## src/rtl/share_pipe_pkg.sv

```systemverilog
`default_nettype none
// +----------------------------------------------------------------------+
// | share_pipe_pkg                                                       |
// | Width helpers shared by the masked-share register pipeline.         |
// | Revision: 1.0                                                        |
// +----------------------------------------------------------------------+
package share_pipe_pkg;

    function automatic int occ_width(input int depth);
        return $clog2(depth + 1);
    endfunction

    function automatic int bus_width(input int shares, input int width);
        return shares * width;
    endfunction

    // Lowest bit of share s on the flattened share bus.
    function automatic int share_lo(input int s, input int width);
        return s * width;
    endfunction

endpackage
`default_nettype wire

```

## src/rtl/share_pipe_stage.sv

```systemverilog
`default_nettype none
// +----------------------------------------------------------------------+
// | share_pipe_stage                                                     |
// | One elastic register stage: data plus valid, ready chained upward.  |
// | Revision: 1.0                                                        |
// +----------------------------------------------------------------------+
module share_pipe_stage #(
    parameter int BUS_W = 2
) (
    input  logic             C,
    input  logic             R,
    input  logic             CLR,
    input  logic             vin,
    input  logic [BUS_W-1:0] din,
    input  logic             rdy_next,
    output logic             vout,
    output logic [BUS_W-1:0] dout,
    output logic             rdy
);

    logic             r_v;
    logic [BUS_W-1:0] r_data;

    assign rdy  = ~r_v | rdy_next;
    assign vout = r_v;
    assign dout = r_data;

    // Bubbles advance the valid bit only; data keeps its last word.
    always_ff @(posedge C or negedge R) begin
        if (!R) begin
            r_v    <= 1'b0;
            r_data <= '0;
        end else if (CLR) begin
            r_v    <= 1'b0;
            r_data <= '0;
        end else if (rdy) begin
            r_v <= vin;
            if (vin) begin
                r_data <= din;
            end
        end
    end

endmodule
`default_nettype wire

```

## src/rtl/share_pipe.sv

```systemverilog
`default_nettype none
// +----------------------------------------------------------------------+
// | share_pipe                                                           |
// | DEPTH-stage elastic pipeline for SHARES masked shares of WIDTH bits. |
// | Revision: 1.0                                                        |
// +----------------------------------------------------------------------+
module share_pipe
    import share_pipe_pkg::*;
#(
    parameter int WIDTH  = 1,
    parameter int SHARES = 2,
    parameter int DEPTH  = 2
) (
    input  logic                                C,
    input  logic                                R,
    input  logic                                CLR,
    input  logic                                IN_VALID,
    output logic                                IN_READY,
    input  logic [bus_width(SHARES, WIDTH)-1:0] D,
    output logic                                OUT_VALID,
    input  logic                                OUT_READY,
    output logic [bus_width(SHARES, WIDTH)-1:0] Q,
    output logic [occ_width(DEPTH)-1:0]         OCC
);

    localparam int                 c_bus_w   = bus_width(SHARES, WIDTH);
    localparam int                 c_occ_w   = occ_width(DEPTH);
    localparam logic [c_occ_w-1:0] c_occ_max = c_occ_w'(DEPTH);

    if (DEPTH < 1 || SHARES < 1 || WIDTH < 1) begin : g_param_check
        $error("share_pipe: DEPTH, SHARES and WIDTH must all be >= 1");
    end

    // Index 0 is the upstream side, index DEPTH is the downstream side.
    logic               w_v    [0:DEPTH];
    logic [c_bus_w-1:0] w_data [0:DEPTH];
    logic               w_rdy  [0:DEPTH];
    logic [DEPTH-1:0]   w_vbits;

    assign w_v[0]        = IN_VALID;
    assign w_data[0]     = D;
    assign w_rdy[DEPTH]  = OUT_READY;

    for (genvar i = 0; i < DEPTH; i++) begin : g_stage
        share_pipe_stage #(
            .BUS_W (c_bus_w)
        ) u_stage (
            .C        (C),
            .R        (R),
            .CLR      (CLR),
            .vin      (w_v[i]),
            .din      (w_data[i]),
            .rdy_next (w_rdy[i+1]),
            .vout     (w_v[i+1]),
            .dout     (w_data[i+1]),
            .rdy      (w_rdy[i])
        );
        assign w_vbits[i] = w_v[i+1];
    end

    assign IN_READY  = w_rdy[0];
    assign OUT_VALID = w_v[DEPTH];
    assign Q         = w_data[DEPTH];

    logic               w_accept;
    logic               w_emit;
    logic [c_occ_w-1:0] r_occ;

    assign w_accept = IN_VALID & w_rdy[0];
    assign w_emit   = w_v[DEPTH] & OUT_READY;
    assign OCC      = r_occ;

    always_ff @(posedge C or negedge R) begin
        if (!R) begin
            r_occ <= '0;
        end else if (CLR) begin
            r_occ <= '0;
        end else if (w_accept && !w_emit && r_occ != c_occ_max) begin
            r_occ <= r_occ + c_occ_w'(1);
        end else if (w_emit && !w_accept && r_occ != '0) begin
            r_occ <= r_occ - c_occ_w'(1);
        end
    end

    a_occ_matches_valids: assert property (@(posedge C) disable iff (!R)
        int'(r_occ) == $countones(w_vbits));

endmodule
`default_nettype wire

```

## config.mk

```make
export PLATFORM = sky130hd
export DESIGN_NAME = share_pipe
export DESIGN_NICKNAME = d
export VERILOG_FILES = /design/src/rtl/share_pipe_pkg.sv /design/src/rtl/share_pipe_stage.sv /design/src/rtl/share_pipe.sv
export SDC_FILE = /design/constraint.sdc
export NUM_CORES = 1
export LEC_CHECK = 0
export CAP_MARGIN = 20
export CORE_AREA = 2 2 39 41
export CTS_CLUSTER_DIAMETER = 50
export CTS_CLUSTER_SIZE = 8
export DETAILED_ROUTE_END_ITERATION = 12
export DIE_AREA = 0 0 41 43
export PLACE_DENSITY = 0.71
export SYNTH_ARGS = -nofsm -noshare
export SYNTH_HDL_FRONTEND = slang
export SYNTH_SLANG_ARGS = --single-unit
export TNS_END_PERCENT = 1
```

## constraint.sdc

```tcl
create_clock -name C -period 3.39 [get_ports C]
set_clock_uncertainty 0.2 [all_clocks]
set_input_delay 1.017 -clock C [delete_from_list [all_inputs] [get_ports C]]
set_output_delay 1.017 -clock C [all_outputs]
set_load 0.02 [all_outputs]
```

After elaboration in Yosys (flattened, before gate mapping)
Cells that the tools add are included.
{"block": "classes", "eq_ne": 1, "div": 0, "n_shift": 0, "add_sub_neg": 2, "reduce_logical": 14, "bitwise": 6, "n_mul": 0, "order_cmp": 0, "n_mux": 13}
{"operator": "$mux W2", "count": 9}
{"operator": "$reduce_bool A2 Y1", "count": 5}
{"operator": "$logic_and A1 B1 Y1", "count": 4}
{"operator": "$mux W1", "count": 4}
{"operator": "$reduce_and A2 Y1", "count": 2}
{"operator": "$reduce_bool A3 Y1", "count": 1}
{"operator": "$add A2 B1 Y2 const B", "count": 1}
{"operator": "$and A1 B1 Y1", "count": 2}
{"operator": "$logic_not A1 Y1", "count": 2}
{"operator": "$ne A2 B2 Y1 const B", "count": 1}
{"operator": "$not A1 Y1", "count": 2}
{"operator": "$or A1 B1 Y1", "count": 2}
{"operator": "$sub A2 B1 Y2 const B", "count": 1}
{"block": "totals", "latchBits": 0, "regBits": 8, "ram_bits": 0, "romBits": 0, "in_bits": 7, "output_inout_bits": 6, "memories": 0}

Logic depth before layout (Yosys ltp)
{"block": "logic_depth", "ltp_word": 10, "ltp_mapped": 5}

Modules after synthesis
Synthesis repeated with hierarchy kept, for this count alone.
{"block": "unflattened", "cells_unflattened": 41, "area_unflattened_um2": 419.2}
{"mod": "share_pipe_stage", "area_each_um2": 137.6, "n_inst": 2, "cells_each": 12, "seq_area_each_um2": 75.1}
{"mod": "share_pipe", "area_each_um2": 143.9, "n_inst": 1, "cells_each": 17, "seq_area_each_um2": 50.0}

Least setup slack after synthesis
Ideal clock, no wire load.
{"block": "synth_timing", "kind": "input -> output", "startpoint": "input port OUT_READY", "endpoint": "output port IN_READY", "arrival_ns": 1.370, "setup_slack_ns": 0.803, "n_path_buf": 0, "stages": 2, "path_cell_list": "and3b_1 > inv_1"}
{"block": "synth_via", "elab_chain_len": 2}
{"item": "start: declaration", "line": "share_pipe.sv:21", "source": "input logic OUT_READY,"}
{"item": "$or A1 B1 Y1 (2 in series)", "line": "share_pipe_stage.sv:24", "source": "assign rdy = ~r_v | rdy_next;"}
{"item": "end: declaration", "line": "share_pipe.sv:18", "source": "output logic IN_READY,"}
Every way passes these cells.

Worst setup path in the final report
Ends and elaborated chain as after synthesis.

==> summary.md <==
The tools report the cell at the root of the clock tree as clkbuf_4. The final layout contains 71 nets. The number of buffers added by the clock tree synthesis step was 3.

The repair_antennas step left the layout with diodes totalling 0. The synthesized netlist occupies a cell area of 434 um2. The logs give 614 um for the estimated wirelength of the detail-placed design and 1 for the H-tree depth.

Entering global routing, the biggest net connects 10 pins. The min-delay analysis places its worst path in the category reg2reg. The logs give 2.17 ns for the required time of the critical path and 74.1% for the worst-case headroom to the max-slew limit. The number of nets in the synthesized netlist is 55.

Summing all multi-input logic gate instances after layout gives 196 um2. Setup repair after global routing left no endpoint under its margin. Counting I/O delays and the setup requirement, the final critical path takes 3.33 ns. The count of endpoints failing setup in the final report came out at 0.

For the pin with the worst max-slew slack, the measured transition is 0.379 ns. The clock-pin slew on the worst setup and hold paths came out at 0.05 ns. Max-cap violations in this run came to 0.

In the final layout, the share of cells above drive strength 1 is 9.68%. The global-route congestion overflow total is 0. The worst setup path is captured at a primary output.

The run gives 133 as the filler cell count. The unique cell type count in the Yosys netlist is 22, and the floorplan die area is 1760 um2. In the layout the commonest cells are clkdlybuf4s50_1 (11), dfrtp_1 (8), a21oi_1 (8). Each instance of the synthesized netlist takes up on average 9.05 um2. By startpoint and endpoint, the worst setup path is classified as in2out. The logs give 31.4% for the initial core utilization and 0.758 for the final weighted congestion in routability-driven placement. The peak ir drop on the vdd network was 0.234 mV; the number of endpoints with negative hold slack in the final report was 0. Clock tree synthesis found a total of 8 sinks. Before antenna repair, the detailed router went through 4 iterations. Clock latency on the worst-skew pair, taken at its later pin, is 0.25 ns. During placement, the flow inserted port buffers numbering 12. The worst path meets setup with 0.0624 ns of slack. The share of the Yosys chip area taken by registers is 46.1%. The floorplan die height came out at 43 um. TritonCTS built the clock tree.

The top fanout value on the critical path works out to 3. The area growth from synthesis to layout is 36.3%. The sequential standard cell area came out at 200 um2.

Leaving out fill and tap cells, the most frequent cell in the layout is clkdlybuf4s50_1. The maximum buffer depth of the clock tree was 2; the total track usage was 12.0%. In this run the standard cell core region covers 1380 um2. The run finished with clean final reports. At the worst endpoint, the arrival time is 2.11 ns. The tools report the I/O pin total as 13. OpenSTA, run right after detailed placement, puts the worst setup slack at -0.200 ns.

Dividing total power by cell area gives a power density of 370 nW/um2. The share of the clock period used by the worst path after layout was 98.2%; the placement row count was 14. For the number of instances in the synthesized netlist, the log shows 48. Based on the critical path, the design can be clocked at up to 0.301 GHz. Summing internal, switching and leakage power gives 0.000219 W. In the final routed layout, each cell accounts on average for 10.6 um. The number of max-slew violations in the final report was 0.

Number of global-route vias before repair: 347. The detailed-route wire length was 826 um; the number of vias in the routed layout was 399. Summed over all cells, the static leakage comes to 0.234 nW.

Using the TritonRoute via totals, the vias-per-cell ratio works out to 5.12. The number of nets with antenna violations after detailed routing came out at 0. The kind of start point of the critical path is an input port. Synthesis inferred 8 register bits. The setup check on the worst reg-to-reg path leaves a slack of 1.85 ns. The first global-routing pass estimated 1440 um of wire. After the first detailed-routing iteration, the DRC count stood at 10. The floorplan step set the die width to 41 um. Buffers inserted to repair hold after CTS numbered 0.

The logs give 0 for the initial antenna violation count and 0 for the number of warnings reported in the yosys synthesis log. The tools report the number of DRC violations after detailed routing as 0.
## critical path, cell delays in order
cell	delay [ns]
clkdlybuf4s50_1	0.49
and3b_1	0.21
inv_1	0.07
dlygate4sd2_1	0.33
## through the flow
stage	cell area [um2]	instances	TNS, ns	hold slack, ns	util (%)
3_5_place_dp	571	75	-0.200	0.336	41.2
2_1_floorplan	434	48	0	0.319	-
4_1_cts	592	78	0	0.351	42.8
6_report	592	78	0	0.343	42.8
5_1_grt	592	78	0	0.381	42.8
3_3_place_gp	571	75	-0.208	0.342	41.2
## where the power goes
group	internal, W	switching (W)
Sequential	0.000101	0.00000756
Clock	0.0000404	0.0000302
Combinational	0.0000212	0.0000187
## sequential cells by signal (all words and copies together) (netlist names)
name                  cells
OCC                       2
g_stage.u_stage.dout      4
g_stage.u_stage.vout      2
## cell usage after synthesis
library cell	number	area share, %
clkbuf_1	1	0.86
nand3b_1	1	1.7
nand3_1	4	4.6
a311o_1	1	2.3
nor2b_1	2	2.9
o211ai_1	1	1.7
a2111oi_0	1	2.0
a21oi_1	8	9.2
o21a_1	1	1.7
a22o_1	1	2.0
o21ai_0	5	5.8
nor3_1	1	1.2
nand2_1	1	0.86
a22oi_1	1	1.7
dfrtp_1	8	46
or3b_1	1	2.0
inv_1	5	4.3
and3b_1	1	2.0
nand2b_1	1	1.4
buf_6	1	2.6
a21oi_2	1	2.0
buf_1	1	0.86
## repair_timing
item                                    in CTS  in global routing
buffers inserted                             0                  0
endpoints found under the setup margin       1                  0
resized for setup                            1                  0
## final timing paths
check                                      startpoint                          to  cells past startpoint
setup / recovery                            OUT_READY                    IN_READY                      4
max in group asynchronous                           R                      OCC[1]                      1
hold reg to reg            g_stage[0].u_stage.dout[1]  g_stage[1].u_stage.dout[1]                      2
min in group asynchronous                           R  g_stage[1].u_stage.dout[1]                      1
hold / removal             g_stage[0].u_stage.dout[1]  g_stage[1].u_stage.dout[1]                      2
setup reg to reg                               OCC[0]                      OCC[0]                      3
## kinds of logic (layout without fill, tap and decap cells)
group	count (synthesis)	after routing	share of synthesized area, %
DFF	8	8	46.1
buffers and inverters	8	22	8.64
and+or+nand+nor	12	12	16.7
AOI/OAI and AO/OA	20	20	28.5
## area by class of cell
class	instances	area share, %
sequential	8	33.8
multi-input combinational	32	33.2
timing repair buffer	14	22.6
clock buffer	3	3.81
tap	16	3.38
inverter	5	3.17
## metal layers
| metal | wire (um) | GRT usage (%) | vias up |
|---|---|---|---|
| met5 | 0 | 0 | - |
| li1 | - | - | 201 |
| met2 | 415 | 16.3 | 12 |
| met3 | 55 | 6.28 | 0 |
| met4 | 0 | 2.00 | 0 |
| met1 | 355 | 17.1 | 186 |
Note: power is estimated with default switching activity, not from simulation.
